## src/rtl/audio_mixer_player.sv

```systemverilog
// Multi-channel ROM clip player: per-channel IDLE/PLAY sequencers, saturating offset-binary mixer
// and a single-bit PWM speaker output.
module audio_mixer_player #(
  parameter int NUM_CH   = 3,
  parameter int ADDR_W   = 17,
  parameter int SAMPLE_W = 8,
  parameter int DIV_W    = 16
) (
  input  logic                         clk,
  input  logic                         rst,
  input  logic [NUM_CH-1:0]            trig,
  input  logic [NUM_CH-1:0]            stop,
  input  logic [NUM_CH-1:0]            loop_en,
  input  logic                         mute,
  input  logic [NUM_CH*DIV_W-1:0]      rate_div,
  input  logic [NUM_CH*ADDR_W-1:0]     clip_len,
  output logic [NUM_CH*ADDR_W-1:0]     rom_addr,
  input  logic [NUM_CH*SAMPLE_W-1:0]   rom_data,
  output logic [NUM_CH-1:0]            busy,
  output logic [NUM_CH-1:0]            done,
  output logic [SAMPLE_W-1:0]          mix_sample,
  output logic                         audio
);

  localparam int SUM_W = SAMPLE_W + 3;
  localparam logic [SAMPLE_W-1:0] MID = {1'b1, {(SAMPLE_W-1){1'b0}}};
  localparam logic signed [SUM_W-1:0] SUM_MAX = SUM_W'((1 << (SAMPLE_W-1)) - 1);
  localparam logic signed [SUM_W-1:0] SUM_MIN = SUM_W'(-(1 << (SAMPLE_W-1)));

  typedef enum logic {IDLE, PLAY} state_t;

  logic signed [SUM_W-1:0] centered [NUM_CH];

  for (genvar i = 0; i < NUM_CH; i++) begin : g_ch
    state_t              state, state_nxt;
    logic [ADDR_W-1:0]   addr, addr_nxt, len;
    logic [DIV_W-1:0]    divcnt, div_nxt, rdiv;
    logic                done_r, done_nxt;
    logic                busy_d;
    logic [SAMPLE_W-1:0] smp;

    assign len  = clip_len[i*ADDR_W +: ADDR_W];
    assign rdiv = rate_div[i*DIV_W +: DIV_W];

    always_ff @(posedge clk) begin
      if (rst) begin
        state  <= IDLE;
        addr   <= '0;
        divcnt <= '0;
        done_r <= 1'b0;
        busy_d <= 1'b0;
        smp    <= MID;
      end else begin
        state  <= state_nxt;
        addr   <= addr_nxt;
        divcnt <= div_nxt;
        done_r <= done_nxt;
        busy_d <= (state == PLAY);
        smp    <= busy_d ? rom_data[i*SAMPLE_W +: SAMPLE_W] : MID;
      end
    end

    // stop has priority over trig; a zero-length trigger just parks the channel
    always_comb begin
      state_nxt = state;
      addr_nxt  = addr;
      div_nxt   = divcnt;
      done_nxt  = 1'b0;
      if (stop[i]) begin
        state_nxt = IDLE;
        addr_nxt  = '0;
        div_nxt   = '0;
      end else if (trig[i]) begin
        state_nxt = (len != '0) ? PLAY : IDLE;
        addr_nxt  = '0;
        div_nxt   = '0;
      end else if (state == PLAY) begin
        if (divcnt == rdiv) begin
          div_nxt = '0;
          if (addr == len - ADDR_W'(1)) begin
            addr_nxt = '0;
            if (!loop_en[i]) begin
              state_nxt = IDLE;
              done_nxt  = 1'b1;
            end
          end else begin
            addr_nxt = addr + ADDR_W'(1);
          end
        end else begin
          div_nxt = divcnt + DIV_W'(1);
        end
      end
    end

    // offset-binary to two's complement is an MSB flip, then sign-extend
    assign centered[i] = {{3{~smp[SAMPLE_W-1]}}, ~smp[SAMPLE_W-1], smp[SAMPLE_W-2:0]};
    assign rom_addr[i*ADDR_W +: ADDR_W] = addr;
    assign busy[i] = (state == PLAY);
    assign done[i] = done_r;
  end

  logic signed [SUM_W-1:0] sum;
  logic [SAMPLE_W-1:0]     clamped;

  always_comb begin
    sum = '0;
    for (int i = 0; i < NUM_CH; i++) begin
      sum = sum + centered[i];
    end
    if (sum > SUM_MAX) begin
      clamped = SUM_MAX[SAMPLE_W-1:0];
    end else if (sum < SUM_MIN) begin
      clamped = SUM_MIN[SAMPLE_W-1:0];
    end else begin
      clamped = sum[SAMPLE_W-1:0];
    end
  end

  logic [SAMPLE_W-1:0] pwm_cnt, duty;

  always_ff @(posedge clk) begin
    if (rst) begin
      mix_sample <= MID;
      pwm_cnt    <= '0;
      duty       <= '0;
      audio      <= 1'b0;
    end else begin
      mix_sample <= mute ? MID : {~clamped[SAMPLE_W-1], clamped[SAMPLE_W-2:0]};
      pwm_cnt    <= pwm_cnt + SAMPLE_W'(1);
      if (pwm_cnt == '0) begin
        duty <= mix_sample;
      end
      audio <= (pwm_cnt < duty);
    end
  end

endmodule

```

## config.mk

```make
export PLATFORM = sky130hd
export DESIGN_NAME = audio_mixer_player
export DESIGN_NICKNAME = d
export VERILOG_FILES = /design/src/rtl/audio_mixer_player.sv
export SDC_FILE = /design/constraint.sdc
export NUM_CORES = 1
export LEC_CHECK = 0
export CAP_MARGIN = 20
export CORE_MARGIN = 1.5
export CORE_UTILIZATION = 37
export CTS_CLUSTER_DIAMETER = 30
export DETAILED_ROUTE_END_ITERATION = 10
export SLEW_MARGIN = 10
export SYNTH_ARGS = -nofsm -noshare
export SYNTH_HDL_FRONTEND = slang
export SYNTH_SLANG_ARGS = --single-unit
export TNS_END_PERCENT = 5
```

## constraint.sdc

```tcl
create_clock -name clk -period 6.3 [get_ports clk]
set_input_delay 1.89 -clock clk [delete_from_list [all_inputs] [get_ports clk]]
set_output_delay 1.89 -clock clk [all_outputs]
set_load 0.02 [all_outputs]
```

==> impl_metrics.ini <==
[status]
status = complete, no violations

[drt]
routed_wirelength_mm = 24.6
wl_per_cell_um = 15.1
drt.antenna.violating_nets = 0
detailroute.via_count = 8263
dr.pass1.iters = 5
number_of_drc_markers_in_iteration_0 = 461
routed_via_count_divided_by_cell_count = 5.06
drc = 0

[worst_setup_path]
critPathMaxStageDelay_ps = 730
critical_path.cell_chain = clkdlybuf4s50_1, nor4_1, nand4_1, xnor2_1, a2111oi_0, nand3_1, nor4_4, nor3_1
crit_path_top_delay_cell = nor4_1
worstPathArrival_ps = 5170
crit_end_element = flop
critPathMaxFanout = 15
worst_ep_required_time_ps = 6580
startpoint_type = primary input
critPathKind = primary input to flop

[global_routing]
grt_first_pass_wirelength_mm = 39.5
gr-usage-met2_pct = 31.6
antenna_found_initial = 0
grtUsageMet3_pct = 4.02
pin_count_of_the_biggest_net_entering_global_routing = 29
layer_with_the_highest_usage = met2
global_route_overflow = 0
grt_usage_pct = 18.8
number_of_global_route_vias_before_repair = 7836
met1_demand_to_capacity_share_in_global_routing_pct = 24.0

[sta]
timing.final.setup_violations = 0
final.setup.tns_ps = 0
slew_headroom_pct = 37.0
timing.fmax_ghz = 0.204
timing_max_transition_violations_final = 0
final-hold-violation-count = 0
min_cycle_time_layout_ps = 4890
unrepaired_setup_endpoints_after_global_routing = no
fin_crit_sh_pct = 77.7
worst_clock_skew_ps = 14.1
worst_pin_slew_ps = 937

[synthesis]
postSynthNetCount = 1278
synth.avg_cell_area_um2 = 8.48
synthesized_instance_count = 1108
ys_top_cells_by_count = dfxtp_1 (157), nor2_1 (121), xor2_1 (103)
synth_sequential_area_ratio_pct = 33.5
synth_enable_flop_cells = 0
yosys.area.top_type_share_pct = 33.5
mappedNetlistArea_um2 = 9400
synth_most_common_cell = dfxtp_1
yosysWarningCount = 0
synth-main-ff-cell = dfxtp_1
synth.ff_latch_count = 157
asyncSetResetFlopFracSynth_pct = 0
synth.top_cells.by_area = dfxtp_1 (33%), xor2_1 (9.6%), xnor2_1 (9.5%)
synth_cell_type_count = 74
synth_top_area_cell = dfxtp_1

[floorplan]
die_area_um2 = 26400
initial_utilization_pct = 37.5
floorplan.rows = 58
die-height_um = 162
core_um2 = 25000
dieWidth_um = 162
io-pin-count = 201

[placement]
post-place-cells = 1599
gpl.final_weighted_congestion = 0.830
place.port_buffers = 200
place_hpwl_mm = 19.0

[clock_network]
number_of_sinks_driven_by_the_clock_tree = 157
post_cts_resized = 0
cts_hold_repair.buffers = 0
clock_tree.htree_level_count = 4
tritoncts = yes
cts_post_setup_buffers_inserted = 0
cts.path.max_buffers = 2
cts.reportedPaths.clkPinSlew_ps = 70
clk_root_buffer_cell = clkbuf_16
cts-buffers-inserted = 17
clock_latency_ps = 430

[power_and_ir_drop]
power.leakage_uw = 0.00430
max-vdd-ir-drop_mv = 0.133
post-layout-total-power_uw = 2370
p_per_cell_area_nw_per_um2 = 193

[job]
cap_violations = 0

[cells_and_area]
finalNonFillerCells = 1632
synthToLayoutAreaGrowth_pct = 30.5
num-nets-final = 1458
final_core_util_pct = 49.0
share_of_layout_cells_above_drive_strength_1_pct = 4.00

[min_path]
min-delay-path-class = flop to flop
==> worst max-delay path, delay by kind of cell <==
| kind | cells | cell delay, ps |
|---|---|---|
| simple gates | 5 | 2050 |
| compound gates | 1 | 490 |
| xor+xnor | 1 | 180 |
| buf+inv | 1 | 560 |
==> cell usage in the layout, fill, tap and decap left out, drive strengths merged, types with 6 or more instances in the layout <==
master / synthesis / final
nor2b: 17 / 17
nor2: 123 / 123
inv: 42 / 51
fa: 9 / 9
ha: 26 / 26
clkbuf: 27 / 18
xnor2: 102 / 102
nand3: 53 / 53
nand4: 45 / 45
clkdlybuf4s50: 0 / 200
xor2: 103 / 103
nor4b: 6 / 6
nor4: 26 / 26
buf: 18 / 6
mux2i: 19 / 19
o21ai: 20 / 20
or3: 15 / 15
and2: 29 / 29
a31oi: 7 / 7
o211ai: 7 / 7
and4: 7 / 7
nor3: 68 / 68
a21oi: 22 / 22
nand2b: 12 / 12
and3: 21 / 21
dfxtp: 157 / 157
nand2: 59 / 59
==> through the flow <==
stage | hold slack, ps | instance area, um2 | worst slack, ps
3_5_place_dp | 480 | 11600 | 1020
2_1_floorplan | 433 | 9400 | 2120
4_1_cts | 498 | 12300 | 1460
5_1_grt | 528 | 12300 | 1130
6_report | 488 | 12300 | 1410
3_3_place_gp | 466 | 11600 | 1020
==> flip-flops by register name, indices dropped and copies added, names as in the netlist <==
register / flops
g_ch.busy_d: 3
g_ch.state: 3
g_ch.done_r: 3
duty: 8
g_ch.smp: 24
pwm_cnt: 8
g_ch.addr: 51
audio: 1
mix_sample: 8
g_ch.divcnt: 48
==> final timing paths <==
kind	slack, ps	to	from	depth (start not counted)
max	1410	g_ch[1].addr[10]$_SDFFE_PP0P_	clip_len[23]	8
min	490	pwm_cnt[0]$_SDFF_PP0_	pwm_cnt[0]$_SDFF_PP0_	1
max reg2reg	3030	mix_sample[5]$_SDFF_PP0_	g_ch[2].smp[1]$_SDFF_PP0_	12
min reg2reg	490	pwm_cnt[0]$_SDFF_PP0_	pwm_cnt[0]$_SDFF_PP0_	1
==> where the power goes <==
| part | internal (uW) | switching [uW] |
|---|---|---|
| Combinational | 139 | 110 |
| Sequential | 1000 | 8.29 |
| Clock | 650 | 464 |
| Total | 1790 | 582 |
==> metal layers <==
metal	part of all wire (%)	vias up
li1	-	4221
met2	48	197
met1	45	3816
met3	5.4	29
met4	1.8	0
met5	0	-
==> cells by family after synthesis <==
group / Yosys count / synth area share [%]
adder cells (fa/ha/maj): 35 / 5.38
XOR/XNOR: 205 / 19.1
multiplexers: 20 / 2.14
buffers and inverters: 87 / 4.05
AND/OR/NAND/NOR: 500 / 28.3
AO/OA/AOI/OAI: 104 / 7.58
flip-flops: 157 / 33.5
==> layout make-up <==
class | count | area, um2
multi-input cells | 864 | 5870
flip-flops and latches | 157 | 3140
diodes | 1 | 2.50
clock inverters | 14 | 190
clock buffers | 18 | 439
fillers | 2416 | 12800
inverters | 42 | 158
well taps | 330 | 413
repair buffers | 206 | 2050
No activity file was read; power rests on OpenSTA's default activity.
